### config.mk
export PLATFORM = sky130hd
export DESIGN_NAME = recepcao_medida_flat
export DESIGN_NICKNAME = d
export VERILOG_FILES = /design/src/rtl/recepcao_medida_if.sv /design/src/rtl/recepcao_medida.sv /design/src/flat_wrapper.sv
export SDC_FILE = /design/constraint.sdc
export NUM_CORES = 1
export LEC_CHECK = 0
export ABC_AREA = 1
export BUFFER_PORTS_ARGS = -buffer_cell sky130_fd_sc_hd__buf_4
export CAP_MARGIN = 20
export CORE_ASPECT_RATIO = 1.1
export CORE_MARGIN = 4
export CORE_UTILIZATION = 65
export CTS_BUF_LIST = sky130_fd_sc_hd__clkbuf_4
export DETAILED_ROUTE_END_ITERATION = 10
export GPL_ROUTABILITY_DRIVEN = 0
export PLACE_DENSITY = 0.87
export SETUP_SLACK_MARGIN = 0.02
export SYNTH_ARGS = -nofsm -noshare
export SYNTH_HDL_FRONTEND = slang
export SYNTH_SLANG_ARGS = --single-unit
### constraint.sdc
create_clock -name clock -period 3.79 [get_ports clock]
set_input_delay 1.137 -clock clock [delete_from_list [all_inputs] [get_ports clock]]
set_output_delay 1.137 -clock clock [all_outputs]
set_load 0.005 [all_outputs]
### src/rtl/recepcao_medida_if.sv
// rtl/recepcao_medida_if.sv - serial line input and measurement outputs of recepcao_medida
interface recepcao_medida_if;
    logic        rx_serial;
    logic [15:0] temperatura;
    logic [15:0] umidade;
    logic        pronto;
    logic        erro;
    logic [3:0]  db_estado;

    modport slave (
        input  rx_serial,
        output temperatura,
        output umidade,
        output pronto,
        output erro,
        output db_estado
    );

    modport master (
        output rx_serial,
        input  temperatura,
        input  umidade,
        input  pronto,
        input  erro,
        input  db_estado
    );
endinterface

### src/rtl/recepcao_medida.sv
// rtl/recepcao_medida.sv - 8N1 UART byte receiver feeding a "TTTT,UUUU#" hex frame parser
module recepcao_medida #(
    parameter int CLKS_PER_BIT = 434
) (
    input  logic               clock,
    input  logic               reset,
    recepcao_medida_if.slave   io_bus
);

    localparam int HALF_BIT = CLKS_PER_BIT / 2;
    localparam int CNT_W    = $clog2(CLKS_PER_BIT);

    typedef enum logic [1:0] {
        OCIOSO = 2'd0,
        INICIO = 2'd1,
        DADOS  = 2'd2,
        PARADA = 2'd3
    } rx_state_t;

    typedef enum logic [3:0] {
        P_T3  = 4'd0,
        P_T2  = 4'd1,
        P_T1  = 4'd2,
        P_T0  = 4'd3,
        P_SEP = 4'd4,
        P_U3  = 4'd5,
        P_U2  = 4'd6,
        P_U1  = 4'd7,
        P_U0  = 4'd8,
        P_FIM = 4'd9
    } parse_state_t;

    logic             r_sync1;
    logic             r_sync2;
    logic             r_rx_prev;
    rx_state_t        r_rx_state;
    rx_state_t        w_rx_next;
    logic [CNT_W-1:0] r_cnt;
    logic [2:0]       r_bit_idx;
    logic [7:0]       r_byte;

    logic             w_fall;
    logic             w_half_done;
    logic             w_bit_done;
    logic             w_sample;
    logic             w_byte_valid;
    logic             w_frame_err;

    parse_state_t     r_p_state;
    parse_state_t     w_p_next;
    logic [15:0]      r_temp_sh;
    logic [15:0]      r_hum_sh;
    logic [15:0]      r_temp;
    logic [15:0]      r_hum;
    logic             r_pronto;
    logic             r_erro;

    logic             w_is_hex;
    logic [3:0]       w_nibble;
    logic             w_shift_t;
    logic             w_shift_h;
    logic             w_load;
    logic             w_pronto_n;
    logic             w_erro_n;

    // Synchronizer idles high so releasing reset never looks like a start bit
    always_ff @(posedge clock) begin
        if (reset) begin
            r_sync1   <= 1'b1;
            r_sync2   <= 1'b1;
            r_rx_prev <= 1'b1;
        end else begin
            r_sync1   <= io_bus.rx_serial;
            r_sync2   <= r_sync1;
            r_rx_prev <= r_sync2;
        end
    end

    assign w_fall      = r_rx_prev & ~r_sync2;
    assign w_half_done = (r_cnt == CNT_W'(HALF_BIT - 1));
    assign w_bit_done  = (r_cnt == CNT_W'(CLKS_PER_BIT - 1));

    always_ff @(posedge clock) begin
        if (reset) begin
            r_rx_state <= OCIOSO;
        end else begin
            r_rx_state <= w_rx_next;
        end
    end

    always_comb begin
        w_rx_next    = r_rx_state;
        w_sample     = 1'b0;
        w_byte_valid = 1'b0;
        w_frame_err  = 1'b0;
        case (r_rx_state)
            OCIOSO: begin
                if (w_fall) begin
                    w_rx_next = INICIO;
                end
            end
            INICIO: begin
                if (w_half_done) begin
                    w_rx_next = r_sync2 ? OCIOSO : DADOS;
                end
            end
            DADOS: begin
                if (w_bit_done) begin
                    w_sample = 1'b1;
                    if (r_bit_idx == 3'd7) begin
                        w_rx_next = PARADA;
                    end
                end
            end
            PARADA: begin
                if (w_bit_done) begin
                    w_rx_next    = OCIOSO;
                    w_byte_valid = r_sync2;
                    w_frame_err  = ~r_sync2;
                end
            end
            default: w_rx_next = OCIOSO;
        endcase
    end

    // Counter restarts on every state change and after each data sample
    always_ff @(posedge clock) begin
        if (reset) begin
            r_cnt <= '0;
        end else if ((r_rx_state == OCIOSO) || (w_rx_next != r_rx_state) || w_sample) begin
            r_cnt <= '0;
        end else begin
            r_cnt <= r_cnt + 1'b1;
        end
    end

    always_ff @(posedge clock) begin
        if (reset) begin
            r_bit_idx <= 3'd0;
            r_byte    <= 8'h00;
        end else begin
            if (r_rx_state != DADOS) begin
                r_bit_idx <= 3'd0;
            end else if (w_sample) begin
                r_bit_idx <= r_bit_idx + 3'd1;
            end
            if (w_sample) begin
                r_byte <= {r_sync2, r_byte[7:1]};
            end
        end
    end

    always_comb begin
        w_is_hex = 1'b0;
        w_nibble = 4'h0;
        if ((r_byte >= 8'h30) && (r_byte <= 8'h39)) begin
            w_is_hex = 1'b1;
            w_nibble = r_byte[3:0];
        end else if (((r_byte >= 8'h41) && (r_byte <= 8'h46)) ||
                     ((r_byte >= 8'h61) && (r_byte <= 8'h66))) begin
            w_is_hex = 1'b1;
            w_nibble = r_byte[3:0] + 4'd9;
        end
    end

    always_ff @(posedge clock) begin
        if (reset) begin
            r_p_state <= P_T3;
        end else begin
            r_p_state <= w_p_next;
        end
    end

    // '#' outside FIM restarts the frame, so the next byte is taken as T3
    always_comb begin
        w_p_next   = r_p_state;
        w_shift_t  = 1'b0;
        w_shift_h  = 1'b0;
        w_load     = 1'b0;
        w_pronto_n = 1'b0;
        w_erro_n   = 1'b0;
        if (w_frame_err) begin
            w_erro_n = 1'b1;
            w_p_next = P_T3;
        end else if (w_byte_valid) begin
            if (r_byte == 8'h23) begin
                w_p_next = P_T3;
                if (r_p_state == P_FIM) begin
                    w_load     = 1'b1;
                    w_pronto_n = 1'b1;
                end else begin
                    w_erro_n = 1'b1;
                end
            end else begin
                case (r_p_state)
                    P_T3, P_T2, P_T1, P_T0: begin
                        if (w_is_hex) begin
                            w_shift_t = 1'b1;
                            w_p_next  = parse_state_t'(r_p_state + 4'd1);
                        end else begin
                            w_erro_n = 1'b1;
                            w_p_next = P_T3;
                        end
                    end
                    P_SEP: begin
                        if (r_byte == 8'h2C) begin
                            w_p_next = P_U3;
                        end else begin
                            w_erro_n = 1'b1;
                            w_p_next = P_T3;
                        end
                    end
                    P_U3, P_U2, P_U1, P_U0: begin
                        if (w_is_hex) begin
                            w_shift_h = 1'b1;
                            w_p_next  = parse_state_t'(r_p_state + 4'd1);
                        end else begin
                            w_erro_n = 1'b1;
                            w_p_next = P_T3;
                        end
                    end
                    default: begin
                        w_erro_n = 1'b1;
                        w_p_next = P_T3;
                    end
                endcase
            end
        end
    end

    always_ff @(posedge clock) begin
        if (reset) begin
            r_temp_sh <= 16'h0000;
            r_hum_sh  <= 16'h0000;
            r_temp    <= 16'h0000;
            r_hum     <= 16'h0000;
            r_pronto  <= 1'b0;
            r_erro    <= 1'b0;
        end else begin
            if (w_shift_t) begin
                r_temp_sh <= {r_temp_sh[11:0], w_nibble};
            end
            if (w_shift_h) begin
                r_hum_sh <= {r_hum_sh[11:0], w_nibble};
            end
            if (w_load) begin
                r_temp <= r_temp_sh;
                r_hum  <= r_hum_sh;
            end
            r_pronto <= w_pronto_n;
            r_erro   <= w_erro_n;
        end
    end

    assign io_bus.temperatura = r_temp;
    assign io_bus.umidade     = r_hum;
    assign io_bus.pronto      = r_pronto;
    assign io_bus.erro        = r_erro;
    assign io_bus.db_estado   = r_p_state;

endmodule

### src/flat_wrapper.sv
// flat-port wrapper written by rule: the top's interface ports become plain ports
module recepcao_medida_flat 
#(
    parameter int CLKS_PER_BIT = 434
)
  (clock, reset, io_bus_rx_serial, io_bus_temperatura, io_bus_umidade, io_bus_pronto, io_bus_erro, io_bus_db_estado);
  recepcao_medida_if io_bus_i ();
  input  logic clock;
  input  logic reset;
  input wire logic [$bits(io_bus_i.rx_serial)-1:0] io_bus_rx_serial;
  output wire logic [$bits(io_bus_i.temperatura)-1:0] io_bus_temperatura;
  output wire logic [$bits(io_bus_i.umidade)-1:0] io_bus_umidade;
  output wire logic [$bits(io_bus_i.pronto)-1:0] io_bus_pronto;
  output wire logic [$bits(io_bus_i.erro)-1:0] io_bus_erro;
  output wire logic [$bits(io_bus_i.db_estado)-1:0] io_bus_db_estado;
  assign io_bus_i.rx_serial = io_bus_rx_serial;
  assign io_bus_temperatura = io_bus_i.temperatura;
  assign io_bus_umidade = io_bus_i.umidade;
  assign io_bus_pronto = io_bus_i.pronto;
  assign io_bus_erro = io_bus_i.erro;
  assign io_bus_db_estado = io_bus_i.db_estado;
  recepcao_medida #(.CLKS_PER_BIT(CLKS_PER_BIT)) u_core (.clock(clock), .reset(reset), .io_bus(io_bus_i));
endmodule
# ---- After elaboration in Yosys (flattened, before gate mapping)
# Index checks and enable logic that the tools add are counted.
# Widths: inputs -> output; s select.
dict set report totals {
  regBits 95
  in_bits 3
  output_inout_bits 38
  word_cells 100
}
dict set report classes {
  n_addsub 4
  magnitude_cmp 6
  n_eq_ne 19
  n_mux 41
  bitwise 2
  reduce_logical 14
}
# operator n
set ops {}
lappend ops {{$mux 1} 27}
lappend ops {{$eq 4x3->1 const B} 4}
lappend ops {{$eq 8x6->1 const B} 2}
lappend ops {{$ge 8x7->1 const B} 2}
lappend ops {{$le 8x7->1 const B} 2}
lappend ops {{$mux 4} 4}
lappend ops {{$mux 2} 6}
lappend ops {{$add 9x1->9 const B} 1}
lappend ops {{$eq 9x8->1 const B} 1}
lappend ops {{$eq 9x9->1 const B} 1}
lappend ops {{$eq 4x2->1 const B} 2}
lappend ops {{$eq 4x4->1 const B} 2}
lappend ops {{$ge 8x6->1 const B} 1}
lappend ops {{$le 8x6->1 const B} 1}
lappend ops {{$pmux 2 s4} 1}
lappend ops {{$pmux 4 s2} 1}
lappend ops {{$reduce_or 4->1} 2}
lappend ops {{$reduce_or 8->1} 1}
lappend ops {{$reduce_or 2->1} 3}
lappend ops {{$add 4x1->4 const B} 1}
lappend ops {{$add 4x4->4 const B} 1}
lappend ops {{$eq 2x2->1 const B} 2}
lappend ops {{$eq 4x1->1 const B} 1}
lappend ops {{$logic_not 4->1} 1}
lappend ops {{12 further kinds} 16}

# ---- Depth between registers and ports, before layout
# Gate-level depths: netlist (run 1).
dict set report logic_depth {
  word_depth 10
  ltp_mapped 13
  ltp_nobuf 13
}

# ---- Least setup slack after synthesis (run 1)
# No wires, ideal clock.
dict set report synth_timing {
  path_type {input-to-reg}
  start {input port reset}
  end {register u_core.r_cnt[0]}
  setup_ns 0.067
  arrival_time_ns 1.959
  t_required_ns 3.723
  setup_slack_ns 1.764
  stages 6
  path_buffers 1
  cell_sequence {clkbuf_1 > inv_1 > nand2_1 > nor2_1 > nand3_2 > nor2_1}
}
dict set report synth_between {
  elab_chain_cells 1
}
# element line
set synth_rtl {}
lappend synth_rtl {{from (decl)} flat_wrapper.sv:9} ;# input logic reset;
lappend synth_rtl {{$reduce_or 2->1 (no line)} --}
lappend synth_rtl {{to (signal assigned)} recepcao_medida.sv:133} ;# r_cnt <= r_cnt + 1'b1;
lappend synth_rtl {{to (decl)} recepcao_medida.sv:38} ;# logic [CNT_W-1:0] r_cnt;
# Every way passes these cells.
# A chain may end at the register's enable or synchronous reset.

# ---- Worst setup path after layout (run 1)
dict set report layout_timing {
  start {register u_core.r_byte[0]}
  end {register u_core.r_temp_sh[14]}
}
dict set report layout_between {
  elab_chain_cells 10
  elab_cells_between_ends 18
  classes_between {order compare (6); eq/ne (1); mux (7); reduce/logical (4)}
}
# element line
set layout_rtl {}
lappend layout_rtl {{from (decl)} recepcao_medida.sv:40} ;# logic [7:0] r_byte;
lappend layout_rtl {{from (signal assigned)} recepcao_medida.sv:148} ;# r_byte <= {r_sync2, r_byte[7:1]};
lappend layout_rtl {{$ge 8x7->1 (tied with other cells)} recepcao_medida.sv:159} ;# end else if (((r_byte >= 8'h41) && (r_byte <= 8'h46)) ||
lappend layout_rtl {{$logic_and 1x1->1 (on tied branches)} {recepcao_medida.sv:159, recepcao_medida.sv:160}}
lappend layout_rtl {{$logic_or 1x1->1} recepcao_medida.sv:159}
lappend layout_rtl {{$mux 1} recepcao_medida.sv:159}
lappend layout_rtl {{$mux 1} recepcao_medida.sv:156} ;# if ((r_byte >= 8'h30) && (r_byte <= 8'h39)) begin
lappend layout_rtl {{$mux 1} recepcao_medida.sv:197} ;# if (w_is_hex) begin
lappend layout_rtl {{$mux 1} recepcao_medida.sv:195} ;# case (r_p_state)
lappend layout_rtl {{$mux 1 (*)} recepcao_medida.sv:186} ;# if (r_byte == 8'h23) begin
lappend layout_rtl {{$mux 1 (*)} recepcao_medida.sv:185} ;# end else if (w_byte_valid) begin
lappend layout_rtl {{$mux 1 (*)} recepcao_medida.sv:182} ;# if (w_frame_err) begin
lappend layout_rtl {{to (signal assigned)} recepcao_medida.sv:241} ;# r_temp_sh <= {r_temp_sh[11:0], w_nibble};
lappend layout_rtl {{to (decl)} recepcao_medida.sv:51} ;# logic [15:0] r_temp_sh;
# Mark *: on every way between the ends. The rest lies on a longest branch, timed or not.

==> metrics.txt, run 1 <==
number of synthesized flops with an enable pin=0; Synth Register Bits=95; sequential-to-total area share from yosys stat=46.7%; # fillers=459; Worst-path clk slew=150 ps; post-route setup TNS=0 ps; share of cells above drive strength 1=11.6%; Mean Syn Cell Area=7.34 um^2; maximum clock frequency=412 MHz; synthesis-to-layout area growth=12.0%; CTS Buf Count=9; grt total ovfl=0; post-synthesis cell area=0.00407 mm^2; Synth area leader=dfxtp_1; CTS resizes=0; CP endpoint kind=flop; Synth cell types=27; Worst-Skew Late Latency=440 ps; final std cells w/o fill=670; hold_sp=u_core.r_sync1; clk_skew=25.4 ps; largest net degree at the start of global routing=39; pre-CTS setup slack=1370 ps; Max-Slew Margin vs Limit=41.5%; clk sink count=95; CTS tree=built; overall power=1.66 mW; async set-or-reset flop fraction in the synthesized netlist=0%; status=finished, final reports clean; Root Buffer=clkbuf_4; Cells after DPL=653; CTS Hold Buffers Added=0; Die H=91.0 um; worst-margin pin slew=875 ps; post-route core utilization=77.1%; # rows=29; vias in the first global route=3416; num ports=41; setup slack after layout=1360 ps; vias per cell=5.54; Vias=3713; final hold violation count=0; Remaining DRCs=0; Power Density=365 mW/mm^2; core area=0.00591 mm^2; # Post-CTS Setup Buffers=0; Peak VDD IR=0.000206 V; initial core utilization=68.8%; HPWL after DPL=5950 um; Final Max Tran Viols=0; total die area=0.00760 mm^2; Min-Delay Path Class=reg2reg; Setup-failing EPs final=0; worst path arrival time=2760 ps; Synth Flop Type=dfxtp_1; drt first pass iters=6; Worst EP required=4120 ps; Leak=1.85 nW; top cell type's share of synthesized area=46.7%; Yosys warnings=0; Final period util=64.0%; reg-to-reg critical path startpoint=u_core.r_byte[0]; Max-Cap Viols=0; critical path startpoint=u_core.r_byte[0]; nets=604; Setup CP Type=reg2reg; Final ANT Viol Nets=0; CP Max Fanout=15; Iteration-0 DRC Markers=268; GRT Total Usage=23.7%; initial antenna violation count=0; top cells by count, synth=116 x nor2_1, 101 x nand2_1, 95 x dfxtp_1, 46 x inv_1, 44 x nand3_1; port bufs=40; largest cells by area after synthesis=dfxtp_1 47%, nor2_1 11%, nand2_1 9.3%, nand3_1 5.4%, o21ai_0 4.4%; n_diodes=0; Critical Path Start Type=flop; Tmin final=2430 ps; Routed wire per std cell=13.5 um; worst-case clock buffer depth=2; WL final=9010 um; Die X=83.5 um; Syn Inst Count=555; RSZ-0062 raised after global routing=false; H-Tree Depth=3; most frequent cell after synthesis=nor2_1; syn nets=571; first-pass GRT wire length=15100 um
[logic make-up after synthesis]
| kind of cell | synth area share, % |
|---|---|
| adders and majority gates | 4.00 |
| and+or+nand+nor | 29.8 |
| DFF | 46.7 |
| buffers and inverters | 7.41 |
| AOI/OAI and AO/OA | 10.2 |
| xor gates and xnor gates | 1.94 |
[critical path: stages (launching register included)]
cell and delay (ps):
dfxtp_1 480, inv_1 120, ha_1 210, inv_1 90, nor3_1 50, nor2_1 120, nand2_1 100, nand2_1 200
nand2_1 120, inv_2 220, nand2_1 350, nand2_1 190, a21oi_1 80
[flip-flops by register name (all words and copies together) (netlist names)]
signal / count
u_core.r_sync2: 1
u_core.r_temp_sh: 16
u_core.io_bus.erro: 1
u_core.r_sync1: 1
u_core.io_bus.temperatura: 16
u_core.io_bus.umidade: 16
u_core.io_bus.db_estado: 4
u_core.r_rx_state: 2
u_core.r_bit_idx: 3
u_core.r_byte: 8
u_core.r_rx_prev: 1
u_core.r_hum_sh: 16
u_core.r_cnt: 9
u_core.io_bus.pronto: 1
[cell usage in the layout, fill, tap and decap left out, drive strengths merged, types with 8 or more instances in the layout]
cell and count:
nand3 46, nor2 117, ha 13, clkbuf 9
dfxtp 95, o21ai 36, buf 43, inv 51
nand4 12, a21oi 34, o22ai 8, nand2 102
[through the flow]
step	instance area (um^2)	hold WS, ps
global placement	4370	397
detailed placement	4370	399
floorplan	4070	389
global route	4560	473
CTS	4530	442
finish	4560	444
[worst paths after layout]
path,end,slack (ps),cells after the start
hold reg to reg,u_core.r_sync2,440,1
setup / recovery,u_core.r_temp_sh[14],1360,12
setup reg to reg,u_core.r_temp_sh[14],1360,12
hold / removal,u_core.r_sync2,440,1
[area by class of cell]
type | count | area [um^2] | area share, %
Inverter | 50 | 188 | 4.12
Clock inverter | 7 | 93.8 | 2.06
Sequential cell | 95 | 1900 | 41.7
Timing Repair Buffer | 43 | 343 | 7.52
Multi-Input combinational cell | 389 | 1870 | 41.0
Tap cell | 77 | 96.3 | 2.11
Clock buffer | 9 | 67.6 | 1.48
[power breakdown]
| group | internal [mW] | switching (mW) |
|---|---|---|
| Sequential | 1.00 | 0.00184 |
| Clock | 0.269 | 0.352 |
| Combinational | 0.0105 | 0.0278 |
[routing by layer]
layer / up-vias / GRT usage, % / wire length [um]
li1: 1855 / - / -
met3: 23 / 5.52 / 533
met5: - / 0 / 0
met2: 149 / 41.0 / 4510
met1: 1686 / 28.5 / 3760
met4: 0 / 9.92 / 203
No activity file was read; power rests on OpenSTA's default activity.
==> run 2, diff against run 1 <==
Settings changed: CORE_UTILIZATION 65 to 55, PLACE_DENSITY 0.87 to 0.78.
Clock period 3.79 ns to 2.11 ns, I/O delays scaled along.
==> metrics.txt, run 2 (synthesized netlist as in run 1, its figures left out) <==
vias per cell=5.24 (-5.4%); Worst-path clk slew=130 ps (-20 ps); Vias=3601 (-3.0%); Setup-failing EPs final=0 (unchanged); worst reg2reg endpoint=u_core.r_temp_sh[0]; n_diodes=0 (unchanged); CP endpoint kind=flop; num ports=41 (unchanged); Max-Cap Viols=0 (unchanged); # fillers=621 (+35%); HPWL after DPL=5940 um (-0.12%); post-route setup TNS=0 ps (unchanged); Root Buffer=clkbuf_4; share of cells above drive strength 1=14.3% (+2.6 points); worst-case clock buffer depth=2 (unchanged); clk_skew=22.0 ps (-3.44 ps); setup slack after layout=234 ps (-1130 ps); Min-Delay Path Class=in2reg; most common cell after layout, fill and taps aside=nor2_1; Tmin final=1880 ps (-551 ps); RSZ-0062 raised after global routing=false; Power Density=611 mW/mm^2 (+67%); port bufs=40 (unchanged); CP Max Fanout=14 (-1); CTS tree=built; Worst EP required=2480 ps (-1640 ps); grt total ovfl=0 (unchanged); Max-Slew Margin vs Limit=76.4% (+35 points); final hold violation count=0 (unchanged); worst path arrival time=2240 ps (-520 ps); total die area=0.00884 mm^2 (+16%); H-Tree Depth=3 (unchanged); Peak VDD IR=0.000372 V (+81%); Worst-Skew Late Latency=440 ps (about the same); core area=0.00713 mm^2 (+20%); clk sink count=95 (unchanged); CTS Hold Buffers Added=0 (unchanged); Iteration-0 DRC Markers=166 (-38%); status=finished, final reports clean; maximum clock frequency=533 MHz (+29%); CTS Buf Count=9 (unchanged); pre-CTS setup slack=69.0 ps (-1300 ps); hold_sp=io_bus_rx_serial; Critical Path Start Type=flop; # rows=32 (+10%); drt first pass iters=6 (unchanged); GRT Total Usage=19.5% (-4.3 points); vias in the first global route=3313 (-3.0%); first-pass GRT wire length=14600 um (-3.7%); Hold Crit Depth=2 (+1); Remaining DRCs=0 (unchanged); r2r worst-path depth=14 (+2); Final period util=88.9% (+25 points); most frequent cells in the layout=115 x nor2_1, 97 x nand2_1, 93 x dfxtp_1; Leak=1.89 nW (+2.2%); nets=613 (+1.5%); Setup CP Type=reg2reg; largest net degree at the start of global routing=34 (-13%); reg2reg setup slack=230 ps (-1130 ps); Routed wire per std cell=12.0 um (-11%); # Post-CTS Setup Buffers=0 (unchanged); synthesis-to-layout area growth=13.7%; Final Max Tran Viols=0 (unchanged); Die H=98.2 um (+7.9%); Hold EP=u_core.r_sync1; Die X=90.0 um (+7.9%); Final ANT Viol Nets=0 (unchanged); reg-to-reg critical path startpoint=u_core.r_byte[1]; initial antenna violation count=0 (unchanged); initial core utilization=57.1% (-12 points); worst-margin pin slew=354 ps (-521 ps); WL final=8220 um (-8.8%)
## run 2: changes by cell type in the layout (fill, tap and decap cells not counted), moves of 2 or more
cell	before	now
nand2_1	101	97
buf_4	42	50
dfxtp_1	95	93
nand2_2	1	5
## run 2: repair_timing
action	in CTS	in global routing
gates resized for setup	0	10
endpoints found under the setup margin	0	34
endpoints found under the hold margin	0	0
## run 2: worst max path at each step
stage / start / endpoint / depth (start not counted)
floorplan: u_core.r_byte[0] / u_core.r_temp_sh[10] / 13
finish: u_core.r_byte[1] / u_core.r_temp_sh[0] / 14
CTS: u_core.r_byte[0] / u_core.r_hum_sh[6] / 12
detailed placement: u_core.r_byte[0] / u_core.r_hum_sh[6] / 12
global route: u_core.r_byte[0] / u_core.r_hum_sh[0] / 14
global placement: u_core.r_byte[0] / u_core.r_hum_sh[1] / 12
## run 2: routing by layer
layer / part of all wire (%) / wire length (um) / up-vias / track usage (%)
met2: 48 / 3990 / 76 / 33.2
met5: 0 / 0 / - / 0
met3: 4.3 / 356 / 15 / 3.54
met4: 1.7 / 141 / 0 / 7.77
li1: - / - / 1874 / -
met1: 45 / 3740 / 1636 / 24.4
## run 2: worst max-delay path: stages, from the launching register on
cell     delay [ps]
dfxtp_2         390
inv_1           100
ha_1            190
inv_1           100
nor3_1           50
nor2_1          150
nand2_2         100
nand2_2          90
nand2_1          80
inv_2            70
buf_4           180
nand2_1         120
nand2_1          70
nand2_1          50
nor2_1           90
## run 2: power breakdown
group          switching [mW]  internal [mW]
Sequential            0.00278           1.80
Combinational          0.0487         0.0234
Clock                   0.593          0.365
## run 2: area by class of cell
| cell class | instances | area, um^2 | area share, % |
|---|---|---|---|
| Sequential cell | 95 | 1910 | 41.2 |
| Multi-Input combinational cell | 389 | 1890 | 40.7 |
| Timing Repair Buffer | 52 | 407 | 8.78 |
| Inverter | 50 | 188 | 4.05 |
| Tap cell | 85 | 106 | 2.30 |
| Clock inverter | 7 | 70.1 | 1.51 |
| Clock buffer | 9 | 67.6 | 1.46 |
## run 2: metrics by stage
stage	cells	total power, mW	hold slack, ps	utilization (%)	instance area, um^2
global route	687	2.95	392	65.0	4630
detailed placement	671	1.91	396	62.7	4470
CTS	687	2.86	389	64.6	4600
finish	687	2.83	396	65.0	4630
floorplan	555	1.89	389	-	4070
global placement	671	1.91	395	62.7	4470
